==> src/rtl/game_ctrl.sv <==
// Game sequencer for the stacking game: runs the IDLE/COUNTDOWN/PLAY/PAUSED/OVER flow
// and drives the datapath run enable, new-game clear, speed level and high score.
module game_ctrl #(
  parameter int CLK_HZ        = 100_000_000,
  parameter int COUNTDOWN_SEC = 3,
  parameter int LEVEL_STEP    = 10,
  parameter int MAX_LEVEL     = 7
) (
  input  logic       clk,
  input  logic       rst,
  input  logic       start,
  input  logic       pause,
  input  logic       end_game,
  input  logic [6:0] score,
  output logic       run,
  output logic       clear,
  output logic [2:0] state,
  output logic [1:0] countdown,
  output logic [2:0] level,
  output logic [6:0] high_score
);

  typedef enum logic [2:0] {
    ST_IDLE      = 3'd0,
    ST_COUNTDOWN = 3'd1,
    ST_PLAY      = 3'd2,
    ST_PAUSED    = 3'd3,
    ST_OVER      = 3'd4
  } state_t;

  localparam int PW = (CLK_HZ > 1) ? $clog2(CLK_HZ) : 1;
  localparam logic [PW-1:0] PRESC_LAST = PW'(CLK_HZ - 1);

  state_t        state_reg, state_next;
  logic [PW-1:0] presc_reg, presc_next;
  logic [1:0]    cnt_reg, cnt_next;
  logic [2:0]    level_reg, level_next;
  logic [7:0]    thr_reg, thr_next;
  logic [6:0]    hs_reg, hs_next;
  logic          run_reg, run_next;
  logic          clear_reg, clear_next;
  logic          over_first_reg, over_first_next;
  logic          start_q, pause_q;
  logic          s_rise, p_rise, step, legal;

  assign s_rise = start & ~start_q;
  assign p_rise = pause & ~pause_q;
  assign legal  = (state_reg <= ST_OVER);
  assign step   = ({1'b0, score} >= thr_reg) && (level_reg < 3'(MAX_LEVEL));

  always_ff @(posedge clk) begin
    if (rst) begin
      state_reg      <= ST_IDLE;
      presc_reg      <= '0;
      cnt_reg        <= '0;
      level_reg      <= '0;
      thr_reg        <= 8'(LEVEL_STEP);
      hs_reg         <= '0;
      run_reg        <= 1'b0;
      clear_reg      <= 1'b0;
      over_first_reg <= 1'b0;
      start_q        <= 1'b0;
      pause_q        <= 1'b0;
    end else begin
      state_reg      <= state_next;
      presc_reg      <= presc_next;
      cnt_reg        <= cnt_next;
      level_reg      <= level_next;
      thr_reg        <= thr_next;
      hs_reg         <= hs_next;
      run_reg        <= run_next;
      clear_reg      <= clear_next;
      over_first_reg <= over_first_next;
      start_q        <= start;
      pause_q        <= pause;
    end
  end

  always_comb begin
    state_next      = state_reg;
    presc_next      = presc_reg;
    cnt_next        = cnt_reg;
    level_next      = level_reg;
    thr_next        = thr_reg;
    hs_next         = hs_reg;
    run_next        = run_reg;
    clear_next      = 1'b0;
    over_first_next = 1'b0;
    case (state_reg)
      ST_IDLE: ;
      ST_COUNTDOWN: begin
        if (presc_reg == PRESC_LAST) begin
          presc_next = '0;
          if (cnt_reg == 2'd1) begin
            state_next = ST_PLAY;
            cnt_next   = '0;
            run_next   = 1'b1;
          end else begin
            cnt_next = cnt_reg - 2'd1;
          end
        end else begin
          presc_next = presc_reg + 1'b1;
        end
      end
      ST_PLAY: begin
        if (step) begin
          level_next = level_reg + 3'd1;
          thr_next   = thr_reg + 8'(LEVEL_STEP);
        end
        if (end_game) begin
          state_next      = ST_OVER;
          run_next        = 1'b0;
          over_first_next = 1'b1;
        end else if (p_rise) begin
          state_next = ST_PAUSED;
          run_next   = 1'b0;
        end
      end
      ST_PAUSED: begin
        if (end_game) begin
          state_next      = ST_OVER;
          over_first_next = 1'b1;
        end else if (p_rise) begin
          state_next = ST_PLAY;
          run_next   = 1'b1;
        end
      end
      ST_OVER: begin
        // Final score is captured only on the entry cycle, even if a restart arrives then.
        if (over_first_reg && (score > hs_reg))
          hs_next = score;
      end
      default: begin
        state_next = ST_IDLE;
        presc_next = '0;
        cnt_next   = '0;
        level_next = '0;
        thr_next   = 8'(LEVEL_STEP);
        run_next   = 1'b0;
      end
    endcase
    if (s_rise && legal) begin
      state_next      = ST_COUNTDOWN;
      clear_next      = 1'b1;
      cnt_next        = 2'(COUNTDOWN_SEC);
      presc_next      = '0;
      level_next      = '0;
      thr_next        = 8'(LEVEL_STEP);
      run_next        = 1'b0;
      over_first_next = 1'b0;
    end
  end

  assign state      = state_reg;
  assign run        = run_reg;
  assign clear      = clear_reg;
  assign countdown  = cnt_reg;
  assign level      = level_reg;
  assign high_score = hs_reg;

endmodule

==> config.mk <==
export PLATFORM = sky130hd
export DESIGN_NAME = game_ctrl
export DESIGN_NICKNAME = d
export VERILOG_FILES = /design/src/rtl/game_ctrl.sv
export SDC_FILE = /design/constraint.sdc
export NUM_CORES = 1
export LEC_CHECK = 0
export ABC_AREA = 1
export CAP_MARGIN = 20
export CORE_ASPECT_RATIO = 0.9
export CORE_MARGIN = 5
export CORE_UTILIZATION = 50
export CTS_BUF_LIST = sky130_fd_sc_hd__clkbuf_16
export DETAILED_ROUTE_END_ITERATION = 8
export GPL_ROUTABILITY_DRIVEN = 0
export GPL_TIMING_DRIVEN = 1
export HOLD_SLACK_MARGIN = 0.1
export PLACE_DENSITY = 0.75
export REMOVE_ABC_BUFFERS = 1
export SYNTH_ARGS = -nofsm -noshare
export SYNTH_HDL_FRONTEND = slang
export SYNTH_SLANG_ARGS = --single-unit
==> constraint.sdc <==
create_clock -name clk -period 2.4 [get_ports clk]
set_input_delay 0.24 -clock clk [delete_from_list [all_inputs] [get_ports clk]]
set_output_delay 0.24 -clock clk [all_outputs]
set_load 0.1 [all_outputs]
Yosys cells after proc, flatten, opt, wreduce, memory -nomap -nowiden --
Cells that the tools add are included. Widths: inputs -> output; s select.
Storage, ports and cells: bits in registers 55, input port bits 12, output and inout bits 17, word-level logic and storage cells 89
Cells by class: $add $sub $neg 4, magnitude comparators 4, eq/ne operators 19, mux-type cells 27, bitwise gates (word level) 7, reduce and logical (&&, ||, !) cells 16
Operator list (number):
- $pmux 27 s2 | 1
- $add 27x1->27 const B | 1
- $eq 27x27->1 const B | 1
- $mux 27 | 1
- $mux 3 | 7
- $pmux 8 s2 | 1
- $ne 3x3->1 const B | 4
- $pmux 3 s4 | 1
- $ne 2x2->1 const B | 5
- $reduce_and 5->1 | 2
- $mux 1 | 9
- $add 8x4->8 const B | 1
- $ge 7x8->1 | 1
- $mux 8 | 1
- $ne 4x4->1 const B | 2
- $reduce_or 4->1 | 2
- $gt 7x7->1 | 1
- $eq 3x2->1 const B | 2
- $mux 2 | 3
- $pmux 3 s2 | 1
- $reduce_and 2->1 | 3
- $reduce_and 6->1 | 1
- $reduce_or 2->1 | 3
- $not 1->1 | 5
- other kinds (14) | 18

Logic depth before layout (Yosys ltp) --
depth after elaboration 6, gate-level depth with buffers 12

Least setup slack after synthesis --
Ideal clock, no wire load.
path type register to register, start register hs_reg[6] (netlist: high_score[6]), end register hs_reg[0] (netlist: high_score[0]), setup time 0.132 ns, arrival time 2.158 ns, required time 2.268 ns, slack 0.110 ns, stages on the path, launching flop included 10, path buffers 0, cells stage by stage dfxtp_1 inv_1 ha_1 nand2_1 nor2_1 nand2_1 o211ai_1 nand2_2 nand2_1 a21oi_1
Between the ends: word-level cells in the longest chain between the ends 3
RTL lines:
- start, declared | RTL line 39 | logic [6:0] hs_reg, hs_next;
- start signal, assigned | RTL line 70 | hs_reg <= hs_next;
- $gt 7x7->1 | RTL line 130 | if (over_first_reg && (score > hs_reg))
- $logic_and 1x1->1 | RTL line 130
- $reduce_and 2->1 (no line)
No other way between the ends. A chain may end at the register's enable or synchronous reset.

Final worst setup path --
start input port score[4], end register hs_reg[1] (netlist: high_score[1])
Between the ends: word-level cells in the longest chain between the ends 3
RTL lines:
- start, declared | RTL line 14 | input logic [6:0] score,
- $gt 7x7->1 | RTL line 130
- $logic_and 1x1->1 | RTL line 130
- $reduce_and 2->1 (no line)
No other way between the ends.

==> results.md <==
Layout:
- The register with the most flip-flops in the layout has 27 of them.
- The final-layout fill cell count is 630.
- The most common cell after layout, fill and taps aside is sky130_fd_sc_hd__nand2_1.
- The layout overhead on the synthesized area is 14.9%.
- The flip-flop and latch area is 1080 µm².
- The net count reported at finish is 582.
- The area taken by multi-input logic gates is 1970 µm².
- The number of antenna repair diodes is 0.
- The layout cell share with drive strength beyond 1 is 0.0939.
- After routing the design area is 3860 µm².
- Leaving out fill and tap cells, the most frequent cells in the layout are sky130_fd_sc_hd__nand2_1, sky130_fd_sc_hd__nor2_1, sky130_fd_sc_hd__inv_1, sky130_fd_sc_hd__dfxtp_1, sky130_fd_sc_hd__nand3_1.

Synthesis:
- Dividing the synthesized area by the synthesized cell count gives 6.47 µm².
- The register bit total from synthesis is 54.
- The synthesized design spends more area on one cell type than any other, namely sky130_fd_sc_hd__dfxtp_1.
- The most used flip-flop cell after synthesis is sky130_fd_sc_hd__dfxtp_1.
- Of the post-synthesis cell area, the dominant cell type holds 0.322.
- The XOR/XNOR share of the synthesized area is 0.0130.
- The count of unique library cells instantiated by Yosys is 38.
- The cell area after synthesis is 3360 µm².
- The complex-gate fraction of the synthesized area is 0.0986.
- The number of enable flip-flop cells after synthesis is 0.
- After synthesis, the share of flip-flops with an asynchronous set or reset is 0.
- The share of the yosys chip area belonging to registers is 0.322.
- Measured against the total synthesized area, the mux share comes to 0.
- Yosys printed 0 warnings.
- By area the synthesized netlist is led by sky130_fd_sc_hd__dfxtp_1, sky130_fd_sc_hd__nand2_1, sky130_fd_sc_hd__nor2_1.
- The dominant combinational cell family by area after synthesis is simple AND/OR/NAND/NOR gates.
- Of the total synthesized cell area, the portion taken by full adders, half adders and majority gates is 0.0633.
- The number of instances in the synthesized netlist is 520.
- The synthesized-area fraction occupied by and/or/nand/nor cells is 0.411.

Setup path:
- By instance count, the cell type seen most on the critical path is sky130_fd_sc_hd__a21oi_1.
- The worst setup path is of the in2reg kind.
- In this design, the stage delay of the slowest critical-path cell is 0.53 ns.
- STA classifies the critical path startpoint as a primary input.
- The critical path goes through clkdlybuf4s50_1, ha_1, a21oi_1, o211ai_1, nand2_2, nand2_1, a21oi_1.
- The worst path arrival time is 2.02 ns.
- STA classifies the critical path endpoint as a register.
- The kind of cell with the highest combined delay along the critical path is compound AO/OA/AOI/OAI gates.
- The cell with the largest stage delay on the worst path is sky130_fd_sc_hd__o211ai_1.
- Data on the critical path is required at its endpoint by 2.58 ns.
- Counting both buffers and inverters, the worst setup path holds a total of 1.
- The startpoint identified for the worst register-to-register timing path is thr_reg[5]$_SDFFE_PP0P_.
- In this run the worst path has a maximum fanout of 8.
- The critical path starts at score[4].

Clock tree:
- The CTS tree is done.
- The clock-pin slew on the worst setup and hold paths is 0.06 ns.
- The clock network latency to the later pin of the worst-skew pair is 0.29 ns.
- Clock tree synthesis selected as its root buffer the cell sky130_fd_sc_hd__clkbuf_16.
- The H-tree generated during clock tree synthesis spans 2 levels.
- The count of instances resized after the clock tree is built is 0.
- The maximum buffer depth of the clock tree is 2.
- In this run, post-CTS hold repair placed 0 buffers.
- The number of setup buffers added after CTS is 0.
- The clock net in this run drives a total of 54 sinks.
- In this run, CTS created clock tree buffers numbering 5.

Power:
- IR analysis of the VDD net gives a maximum drop of 0.461 mV.
- The power after layout is 2010 µW.
- The share of total power dissipated in sequential elements is 0.459.
- The net switching power is 537 µW.
- For this design the ratio of total power to cell area is 521 nW/µm².
- The analysis attributes to cell leakage a power of 0.00160 µW.
- Internal power comes to 1480 µW.
- Of the total power, the share spent switching nets is 0.267.
- The relative contribution of the clock network to total power is 0.400.
- The proportion of power drawn by combinational gates is 0.141.

Detailed routing:
- In the final routed layout, each cell accounts on average for 12.1 µm.
- Wires add up to 7.82 mm.
- Dividing the detail-routed via count by the number of cells gives 5.13.
- The total number of vias is 3304.
- The count of routing violations after the opening detailed-route iteration is 185.
- The detailed-route DRC error count is 0.
- The number of routed nets with antenna violations is 0.
- The first detailed-routing pass ran for 4 iterations.

STA:
- The share of the clock period used by the worst path is 0.768.
- The final-report hold violation count came to 0.
- Setup violations remaining at the end of the flow were counted as 0.
- The max-slew violation count came to 0.
- Measured against its own limit, the worst slew margin works out to 0.540.
- Setup repair after global routing left no endpoint under its margin.
- The sum of negative setup slack is 0 ns.
- In the post-route analysis, the smallest setup slack over all paths is 0.556 ns.
- Across the routed clock network, the largest skew measured is 0.00641 ns.
- The minimum clock period after layout is 1.84 ns.
- Timing would allow up to 542 MHz.
- The slew at the pin with the worst max-slew slack is 0.683 ns.

Floorplan:
- The area of the die is 8470 µm².
- The floorplan step set the die width to 96.4 µm.
- The number of standard-cell rows in the floorplan is 28.
- The initial utilization of the core area, before any placement, comes to 0.513.
- The vertical die dimension is 87.8 µm.
- The placeable core region is 6550 µm².
- The I/O pin count is 29.

Run:
- The total of max-cap violations is 0.

Global route:
- The number of global-route vias before repair was 3004.
- Entering global routing, the biggest net connects 17 pins.
- The first global-routing pass estimated 13.4 mm of wire.
- The aggregate global-route resource usage is 0.197.
- The number of antenna violations at the first check in global routing was 0.
- The overflow left after global routing is 0.

Min path:
- The worst hold-check path type is reg2reg.
- The startpoint of the tightest hold check path is high_score[3]$_SDFFE_PP0P_.

Place:
- The number of buffers inserted by port buffering is 28.
- In this run the cell area measured after placement is 3700 µm².
- The detailed-placement wirelength estimate is 6.03 mm.
- The post-place setup slack is 0.245 ns.

Run status:
- The flow ran to the end, and the final reports show no timing, DRC or antenna violations.
-- synthesized netlist by cell type (all sizes together), types with 2 or more instances --
| cell | instances |
|---|---|
| o21ai | 11 |
| nor2 | 84 |
| nand3 | 49 |
| xor2 | 4 |
| a21oi | 33 |
| o21bai | 4 |
| a22oi | 3 |
| nor3 | 16 |
| dfxtp | 54 |
| clkbuf | 2 |
| nand2 | 149 |
| nand4 | 8 |
| inv | 70 |
| ha | 17 |
| buf | 4 |
| nand3b | 3 |
-- per-layer routing --
layer  part of all wire  global-route usage
met1               0.49               0.267
met2               0.45               0.317
met3              0.039              0.0326
met4              0.014              0.0675
met5                  0                   0
-- worst paths after layout --
check	endpoint	depth (start not counted)	slack (ns)
setup / recovery	high_score[1]$_SDFFE_PP0P_	7	0.56
setup reg to reg	thr_reg[2]$_SDFFE_PP0P_	9	0.59
hold / removal	high_score[3]$_SDFFE_PP0P_	2	0.48
hold reg to reg	high_score[3]$_SDFFE_PP0P_	2	0.48
-- logic make-up after synthesis --
kind of cell	Yosys count
flip-flops	54
XOR/XNOR	5
adder cells (fa/ha/maj)	17
buffers and inverters	76
AND/OR/NAND/NOR	311
AO/OA/AOI/OAI	57
-- final cells by class --
type | count | area share
clock inverters | 3 | 0.00972
clock buffers | 5 | 0.0324
flip-flops and latches | 54 | 0.280
inverters | 70 | 0.0693
repair buffers | 32 | 0.0693
well taps | 90 | 0.0292
multi-input cells | 390 | 0.510
-- worst min-delay path: cells and delay by family, from the launching register on --
family,cells,cell delay [ns]
flip-flops,1,0.32
AO/OA/AOI/OAI,1,0.05
AND/OR/NAND/NOR,1,0.07
-- metrics by stage --
stage                      util  cells  hold WS (ns)
after global routing      0.590    644         0.492
after floorplan               -    514         0.309
final                     0.590    644         0.484
after detailed placement  0.565    636         0.471
after CTS                 0.590    644         0.481
after global placement    0.565    636         0.463
-- power by group through the flow --
stage               registers, µW  clock network (µW)  logic [µW]
detailed placement            945                   0         284
CTS                           924                 824         286
finish                        924                 806         284
floorplan                    1010                   0         137
global route                  926                 865         311
global placement              945                   0         278
No activity file was read; power rests on OpenSTA's default activity.
